$ cat src/rtl/instruction_fetch_unit.sv
// Fetch stage: holds the PC, reads a combinational instruction memory and
// presents each fetched word with its PC in a valid/ready output slot.
module instruction_fetch_unit #(
    parameter int ADDR_WIDTH = 4,
    parameter int DATA_WIDTH = 32,
    parameter int MEM_DEPTH  = 15
) (
    input  logic                  clk,
    input  logic                  reset,
    output logic [ADDR_WIDTH-1:0] imem_address,
    output logic                  imem_read_en,
    input  logic [DATA_WIDTH-1:0] imem_instruction,
    input  logic                  branch_taken,
    input  logic [ADDR_WIDTH-1:0] branch_target,
    output logic                  out_valid,
    input  logic                  out_ready,
    output logic [DATA_WIDTH-1:0] out_instruction,
    output logic [ADDR_WIDTH-1:0] out_pc,
    output logic                  halted
);

    typedef enum logic {
        S_FETCH = 1'b0,
        S_HALT  = 1'b1
    } state_t;

    // Targets above the last valid word are treated as out of range.
    localparam logic [ADDR_WIDTH-1:0] LP_LAST_ADDR = ADDR_WIDTH'(MEM_DEPTH - 1);

    state_t                r_state;
    state_t                w_state_next;
    logic [ADDR_WIDTH-1:0] r_pc;
    logic [ADDR_WIDTH-1:0] w_pc_next;
    logic                  r_out_valid;
    logic                  w_out_valid_next;
    logic [DATA_WIDTH-1:0] r_out_instruction;
    logic [DATA_WIDTH-1:0] w_out_instruction_next;
    logic [ADDR_WIDTH-1:0] r_out_pc;
    logic [ADDR_WIDTH-1:0] w_out_pc_next;
    logic                  w_slot_free;
    logic                  w_fetch;

    assign w_slot_free = !r_out_valid || out_ready;
    assign w_fetch     = (r_state == S_FETCH) && w_slot_free && !branch_taken;

    always_comb begin
        w_state_next           = r_state;
        w_pc_next              = r_pc;
        w_out_valid_next       = r_out_valid;
        w_out_instruction_next = r_out_instruction;
        w_out_pc_next          = r_out_pc;

        if (branch_taken) begin
            // Branch flushes the slot even if it was never accepted.
            w_out_valid_next = 1'b0;
            if (branch_target <= LP_LAST_ADDR) begin
                w_pc_next    = branch_target;
                w_state_next = S_FETCH;
            end else begin
                w_state_next = S_HALT;
            end
        end else if (w_fetch) begin
            w_out_instruction_next = imem_instruction;
            w_out_pc_next          = r_pc;
            w_out_valid_next       = 1'b1;
            if (r_pc == LP_LAST_ADDR) begin
                w_state_next = S_HALT;
            end else begin
                w_pc_next = r_pc + ADDR_WIDTH'(1);
            end
        end else if (r_out_valid && out_ready) begin
            w_out_valid_next = 1'b0;
        end
    end

    always_ff @(posedge clk or posedge reset) begin
        if (reset) begin
            r_state           <= S_FETCH;
            r_pc              <= '0;
            r_out_valid       <= 1'b0;
            r_out_instruction <= '0;
            r_out_pc          <= '0;
        end else begin
            r_state           <= w_state_next;
            r_pc              <= w_pc_next;
            r_out_valid       <= w_out_valid_next;
            r_out_instruction <= w_out_instruction_next;
            r_out_pc          <= w_out_pc_next;
        end
    end

    assign imem_address    = r_pc;
    assign imem_read_en    = w_fetch;
    assign out_valid       = r_out_valid;
    assign out_instruction = r_out_instruction;
    assign out_pc          = r_out_pc;
    assign halted          = (r_state == S_HALT);

endmodule

$ cat config.mk
export PLATFORM = sky130hd
export DESIGN_NAME = instruction_fetch_unit
export DESIGN_NICKNAME = d
export VERILOG_FILES = /design/src/rtl/instruction_fetch_unit.sv
export SDC_FILE = /design/constraint.sdc
export NUM_CORES = 1
export LEC_CHECK = 0
export BUFFER_PORTS_ARGS = -buffer_cell sky130_fd_sc_hd__buf_2
export CAP_MARGIN = 25
export CORE_MARGIN = 10
export CORE_UTILIZATION = 51
export CTS_BUF_LIST = sky130_fd_sc_hd__clkbuf_8
export CTS_CLUSTER_DIAMETER = 80
export CTS_CLUSTER_SIZE = 40
export DETAILED_ROUTE_END_ITERATION = 10
export MAX_ROUTING_LAYER = met4
export PLACE_DENSITY = 0.95
export SYNTH_ARGS = -nofsm -noshare
export SYNTH_HDL_FRONTEND = slang
export SYNTH_SLANG_ARGS = --single-unit
$ cat constraint.sdc
create_clock -name clk -period 3.8 [get_ports clk]
set_input_delay 0.76 -clock clk [delete_from_list [all_inputs] [get_ports clk]]
set_output_delay 0.76 -clock clk [all_outputs]
set_load 0.01 [all_outputs]
# After elaboration in Yosys (flattened, before gate mapping)
# Index checks and enable logic that the tools add are counted.
# Widths: inputs -> output; s select.
[totals] reg_bits=42 inputBits=40 elab_cells=35
[op_classes] add_sub_neg=1 order_cmp=1 n_eq_ne=3 n_mux=11 n_bitwise=2 reduce_logical=12
[op_table] cell="$mux 4" count=4
[op_table] cell="$mux 1" count=7
[op_table] cell="$add 4x1->4 const B" count=1
[op_table] cell="$eq 4x4->1 const B" count=1
[op_table] cell="$le 4x4->1 const B" count=1
[op_table] cell="$reduce_and 2->1" count=2
[op_table] cell="$reduce_bool 2->1" count=2
[op_table] cell="$logic_and 1x1->1" count=3
[op_table] cell="$reduce_and 3->1" count=1
[op_table] cell="$reduce_bool 3->1" count=1
[op_table] cell="$logic_not 1->1" count=2
[op_table] cell="$ne 2x1->1 const B" count=1
[op_table] cell="$ne 2x2->1 const B" count=1
[op_table] cell="$not 1->1" count=2
[op_table] cell="$logic_or 1x1->1" count=1

# Logic depth before layout (Yosys ltp)
# Gate-level depths: netlist of the first run.
[depth] depth_word=6 ltp_mapped=5

# Worst setup path after synthesis of the first run
# Ideal clock, no wire load.
[synth_path] path_type="input to output" start="input port out_ready" end="output port imem_read_en" arrival_ns=1.455 path_slack_ns=1.585 stages=4 path_cell_list="nor2b_1 -> buf_6 -> nor3_4 -> buf_6"
[synth_via] elab_chain_len=3
[synth_lines] element="start: declaration" line_no="16" source="input logic out_ready,"
[synth_lines] element="$logic_or 1x1->1" line_no="43" source="assign w_slot_free = !r_out_valid || out_ready;"
[synth_lines] element="$logic_and 1x1->1 (2 in a row)" line_no="44" source="assign w_fetch = (r_state == S_FETCH) && w_slot_free && !branch_taken;"
[synth_lines] element="end: declaration" line_no="11" source="output logic imem_read_en,"
# Every way passes these cells.

# Final worst setup path of the first run
# Ends and elaborated chain as after synthesis.

==> flow_summary.json, run 1 <==
{
  "grt_pass1_wl_um": 7160,
  "ys_ff_latch": 42,
  "worst_slack_ps": 1190,
  "synth_top_cell_area_share_pct": 59.0,
  "final.setup.tns_ps": 0,
  "cts-root-buf": "clkbuf_8",
  "min_period_ps": 2610,
  "r2r_end": "imem_address[1]$_DFFE_PP0P_",
  "preCtsSetupSlack_ps": 1210,
  "clock_skew_ps": 5.66,
  "synth_cell_types": 29,
  "synth_cells": 122,
  "ant_nets": 0,
  "post_cts_buffers": 0,
  "hold_viol": 0,
  "synthFlopType": "dfrtp_1",
  "drv_cap": 0,
  "core_sq_mm": 0.00336,
  "grtUsageMet1_pct": 16.1,
  "drt_wl_total_um": 4520,
  "dr.pass1.iters": 4,
  "synth_sequential_area_ratio_pct": 59.0,
  "grt_max_degree": 43,
  "num_vias": 1311,
  "synthMuxAreaShare_pct": 22.8,
  "overflow": 0,
  "netlist_area_sq_mm": 0.00178,
  "ctsHtreeMaxLevel": 2,
  "clock_path_buffers": 2,
  "tightest_slew_ps": 546,
  "clk_pin_slew_ps": 80,
  "yosysWarnings": 0,
  "synthAdderAreaFrac_pct": 1.41,
  "cts_num_sinks": 42,
  "cts_hold_buf": 0,
  "yosys.area.top_type": "dfrtp_1",
  "grt_usage_pct": 15.1,
  "holdWs_ps": 485,
  "gp_congestion": 0.853,
  "fmax_mhz": 384,
  "ctsResizeCount": 0,
  "routedWlPerCell_um": 17.8,
  "cp.arrival_ps": 1850,
  "startpoint": "out_ready",
  "io_buffers": 82,
  "synth_common_cells": "42 x dfrtp_1, 31 x mux2_2, 5 x mux2_1",
  "p_leak_nw": 1.11,
  "synth_top_family_by_area": "multiplexers",
  "worstPathMaxFanout": 37,
  "synth_edf_count": 0,
  "setup.worst_path.end": "imem_read_en",
  "setup.worst_path.class": "primary input to output pin",
  "drtIter0Drc": 61,
  "place_hpwl_um": 3480,
  "async_flop_share_pct": 100,
  "ff2ff_setup_slack_ps": 2100,
  "syn_area_per_cell_sq_um": 14.6,
  "start_util_pct": 52.9,
  "reg2reg_depth": 5,
  "synth_xor_area_share_pct": 0,
  "finalSetupViolCount": 0,
  "nets": 249,
  "drt-vias-per-instance": 5.16,
  "drc": 0,
  "top_usage_layer": "met2",
  "n_antenna_cell": 0,
  "grt_use_met3_pct": 5.52,
  "crit_required_ps": 3040,
  "die_y_um": 79.1,
  "end_kind": "output pin",
  "status": "finished clean",
  "syn-num-nets": 164,
  "cts_tree": "yes",
  "synth_simple_gate_area_share_pct": 6.82,
  "slew_violations": 0,
  "met2_usage_pct": 25.0,
  "grt_pass1_vias": 1470,
  "yosys-top-cells-area": "dfrtp_1 59%, mux2_2 20%, mux2_1 3.2%",
  "start_kind": "primary input",
  "hp-class": "register to register",
  "peakVddDrop_mv": 0.339,
  "reg2reg_from": "imem_address[0]$_DFFE_PP0P_",
  "io_pins": 83,
  "slew_headroom_pct": 63.6,
  "antenna_found_initial": 0,
  "drive_gt1_share_pct": 59.6,
  "clk_latency_ps": 300,
  "fillers": 285,
  "dieArea_sq_mm": 0.00625,
  "pwr_density_cell_mw_per_mm2": 543,
  "synth.most_common_cell": "dfrtp_1",
  "synth_compound_area_share_pct": 6.04,
  "cts_made_buffers": 5,
  "area_growth_pct": 28.9,
  "rsz0062_at_grt": "false",
  "die_x_um": 79.1,
  "rows": 21,
  "fin_crit_sh_pct": 68.6
}
==> where the power goes <==
group / internal, mW / switching [mW]
clock: 0.127 / 0.155
sequential: 0.544 / 0.0656
combinational: 0.181 / 0.173
==> routing by layer <==
metal  share of wire [%]  wire [um]  up-vias
li1                    -          -      612
met2                  52       2350       53
met1                  41       1840      641
met4                 1.4         65        0
met3                 5.9        269        5
met5                   0          0        -
==> state kept, by name, summed over array words and instances (netlist names) <==
name and flops:
halted 1, imem_address 4, out_instruction 32, out_pc 4
out_valid 1
==> cells in the final DEF, fill, tap and decap left out, types with 2 or more instances in the layout <==
cell	netlist	final
o32ai_1	3	3
a31oi_1	2	2
nor3_1	2	2
o22ai_1	2	2
buf_4	0	2
nand2b_1	3	3
nand4_1	2	2
clkbuf_8	0	5
buf_2	2	82
ha_1	2	2
inv_1	4	4
mux2_2	31	31
nor2b_1	2	2
dfrtp_1	42	42
mux2_1	5	5
nor4_1	2	2
==> layout make-up <==
| class | instances | area (sq um) | share of cell area, % |
|---|---|---|---|
| sequential | 42 | 1050 | 45.8 |
| multi-input combinational | 70 | 659 | 28.7 |
| timing repair buffer | 84 | 425 | 18.5 |
| clock buffer | 5 | 68.8 | 3.00 |
| tap | 46 | 57.6 | 2.51 |
| clock inverter | 3 | 17.5 | 0.763 |
| inverter | 4 | 15.0 | 0.654 |
==> worst min path at each step <==
stage	cells after the start	slack [ps]	startpoint	to
5_1_grt	1	510	out_instruction[20]$_DFFE_PP0P_	out_instruction[20]$_DFFE_PP0P_
2_1_floorplan	1	530	out_instruction[13]$_DFFE_PP0P_	out_instruction[13]$_DFFE_PP0P_
3_5_place_dp	1	470	out_instruction[21]$_DFFE_PP0P_	out_instruction[21]$_DFFE_PP0P_
4_1_cts	1	490	out_instruction[21]$_DFFE_PP0P_	out_instruction[21]$_DFFE_PP0P_
6_report	1	480	out_instruction[21]$_DFFE_PP0P_	out_instruction[21]$_DFFE_PP0P_
3_3_place_gp	1	460	out_instruction[29]$_DFFE_PP0P_	out_instruction[29]$_DFFE_PP0P_
==> kinds of logic (layout without fill, tap and decap cells) <==
group,Yosys count,count (layout)
flip-flops,42,42
AND/OR/NAND/NOR,18,18
AO/OA/AOI/OAI,14,14
adder cells (fa/ha/maj),2,2
multiplexers,36,36
buffers and inverters,10,96
==> worst max-delay path, cell delays in order <==
cell	delay, ps
buf_2	100
nor2b_1	440
nor3_4	40
buf_4	290
buf_2	210
==> through the flow <==
stage / area [sq um] / util, % / power (mW) / cells
floorplan: 1780 / - / 0.816 / 122
global placement: 2210 / 65.7 / 0.961 / 246
detailed placement: 2210 / 65.7 / 0.979 / 246
CTS: 2290 / 68.2 / 1.26 / 254
global route: 2290 / 68.2 / 1.32 / 254
finish: 2290 / 68.2 / 1.25 / 254
Note: power is estimated with default switching activity, not from simulation.
==> run 2: changes to the inputs <==
--- a/config.mk
+++ b/config.mk
@@ -8,13 +8,13 @@
 export BUFFER_PORTS_ARGS = -buffer_cell sky130_fd_sc_hd__buf_2
 export CAP_MARGIN = 25
 export CORE_MARGIN = 10
-export CORE_UTILIZATION = 51
+export CORE_UTILIZATION = 48
 export CTS_BUF_LIST = sky130_fd_sc_hd__clkbuf_8
 export CTS_CLUSTER_DIAMETER = 80
 export CTS_CLUSTER_SIZE = 40
 export DETAILED_ROUTE_END_ITERATION = 10
 export MAX_ROUTING_LAYER = met4
-export PLACE_DENSITY = 0.95
+export PLACE_DENSITY = 0.91
 export SYNTH_ARGS = -nofsm -noshare
 export SYNTH_HDL_FRONTEND = slang
 export SYNTH_SLANG_ARGS = --single-unit
==> constraint.sdc (replaced) <==
create_clock -name clk -period 2.56 [get_ports clk]
set_input_delay 0.512 -clock clk [delete_from_list [all_inputs] [get_ports clk]]
set_output_delay 0.512 -clock clk [all_outputs]
set_load 0.01 [all_outputs]
==> run 2 against run 1 <==
Design area rose by 1.1%. Clock-buffer cell count is the same. Core utilization is 4.4 points lower. Sequential share of layout area decreased by 0.52 points. Via count up 2.5%. Critical endpoint unchanged. Global-route usage decreased by 1.7 points. Sequential power increased by 48%. Non-clock buffer count did not move.
==> flow_summary.json, run 2 (synthesis results as in run 1) <==
{
  "status": "finished clean",
  "crit_buf_inv": 1,
  "ctsResizeCount": 0,
  "drv_cap": 0,
  "hold_viol": 0,
  "clock_skew_ps": 2.61,
  "overflow": 0,
  "slowest_stage": "nor3_4",
  "fin_crit_sh_pct": 91.7,
  "grt_pass1_wl_um": 6850,
  "worstPathMaxFanout": 19,
  "cts-root-buf": "clkbuf_8",
  "slew_violations": 0,
  "start_util_pct": 49.0,
  "layout.cells.most_common": "buf_2",
  "min_period_ps": 2350,
  "n_antenna_cell": 0,
  "hp-class": "primary input to asynchronous set/reset pin",
  "dr.pass1.iters": 4,
  "tightest_slew_ps": 835,
  "ff2ff_setup_slack_ps": 390,
  "slowest_delay_ps": 670,
  "area_growth_pct": 30.4,
  "cpLargestDelayFamily": "simple AND/OR/NAND/NOR gates",
  "cts_num_sinks": 42,
  "reg2reg_depth": 4,
  "cp.arrival_ps": 1840,
  "grt_max_degree": 43,
  "fmax_mhz": 426,
  "core_sq_mm": 0.00363,
  "slew_headroom_pct": 44.2,
  "drive_gt1_share_pct": 59.6,
  "pwr_density_cell_mw_per_mm2": 826,
  "drc": 0,
  "grt_pass1_vias": 1415,
  "clock_path_buffers": 2,
  "rsz0062_at_grt": "false",
  "die_y_um": 80.9,
  "dieArea_sq_mm": 0.00655,
  "gp_congestion": 0.789,
  "end_kind": "output pin",
  "io_pins": 83,
  "rows": 22,
  "reg2reg_from": "out_valid$_DFFE_PP0P_",
  "cts_hold_buf": 0,
  "peakVddDrop_mv": 0.481,
  "post_cts_buffers": 0,
  "clk_latency_ps": 280,
  "power_mw": 1.92,
  "num_vias": 1344,
  "routedWlPerCell_um": 16.0,
  "finalSetupViolCount": 0,
  "crit_chain": "nor2b_1 > nor3_4 > buf_2",
  "drtIter0Drc": 78,
  "place_hpwl_um": 3260,
  "final.setup.tns_ps": 0,
  "drt_wl_total_um": 4090,
  "r2r_end": "out_instruction[3]$_DFFE_PP0P_",
  "drt-vias-per-instance": 5.25,
  "nets": 249,
  "largest_register_ffs": 32,
  "cts_made_buffers": 5,
  "setup.worst_path.class": "register to output pin",
  "crit_cells": 3,
  "p_leak_nw": 1.12,
  "io_buffers": 82,
  "startpoint": "out_valid$_DFFE_PP0P_",
  "clk_pin_slew_ps": 70,
  "ant_nets": 0,
  "antenna_found_initial": 0,
  "start_kind": "register",
  "ctsHtreeMaxLevel": 2,
  "cts_tree": "yes",
  "die_x_um": 80.9,
  "final_cell_mix": "82 x buf_2, 42 x dfrtp_1, 31 x mux2_2, 5 x mux2_1, 5 x clkbuf_8",
  "crit_required_ps": 2050,
  "fillers": 302,
  "setup.worst_path.end": "imem_read_en",
  "grt_usage_pct": 13.5
}
## run 2: changes by cell type in the layout (fill, tap and decap cells not counted)
| cell | change |
|---|---|
| bufinv_16 | +1 |
| clkinv_2 | -1 |
| clkinv_4 | -1 |
| clkinvlp_4 | +1 |
## run 2: final cells by class
cell class	instances	area [sq um]	share of cell area [%]
multi-input combinational	70	659	28.4
clock buffer	5	68.8	2.96
tap	48	60.1	2.59
clock inverter	3	41.3	1.78
sequential	42	1050	45.3
timing repair buffer	84	425	18.3
inverter	4	15.0	0.647
## run 2: per-stage QoR
step / cell area [sq um] / instances / hold WS, ps / setup WS, ps / util, %
2_1_floorplan: 1780 / 122 / 529 / 839 / -
3_3_place_gp: 2210 / 248 / 462 / 273 / 60.8
3_5_place_dp: 2210 / 248 / 476 / 231 / 60.8
4_1_cts: 2320 / 256 / 344 / 176 / 63.9
5_1_grt: 2320 / 256 / 372 / 62.2 / 63.9
6_report: 2320 / 256 / 324 / 212 / 63.9
## run 2: report_power, final
group          leakage [nW]  switching (mW)  internal [mW]
Sequential            0.489          0.0926          0.807
Combinational         0.574           0.253          0.268
Clock                0.0556           0.211          0.287
Total                  1.12           0.556           1.36
## run 2: metal layers
metal / vias to the layer above / global-route usage [%] / wire, um
met4: 0 / 5.19 / 61
li1: 621 / - / -
met1: 650 / 14.6 / 1530
met5: - / - / 0
met3: 8 / 4.42 / 395
met2: 65 / 22.4 / 2100
## run 2: tightest hold or removal path, delay by kind of cell
kind | cells | cell delay, ps
buffers and inverters | 3 | 540
## run 2: worst min path at each step
| stage | startpoint | to | depth (start not counted) |
|---|---|---|---|
| after CTS | reset | out_instruction[26]$_DFFE_PP0P_ | 3 |
| after global placement | out_instruction[21]$_DFFE_PP0P_ | out_instruction[21]$_DFFE_PP0P_ | 1 |
| after floorplan | out_instruction[13]$_DFFE_PP0P_ | out_instruction[13]$_DFFE_PP0P_ | 1 |
| final | reset | out_valid$_DFFE_PP0P_ | 3 |
| after detailed placement | out_pc[3]$_DFFE_PP0P_ | out_pc[3]$_DFFE_PP0P_ | 1 |
| after global routing | reset | out_pc[3]$_DFFE_PP0P_ | 3 |
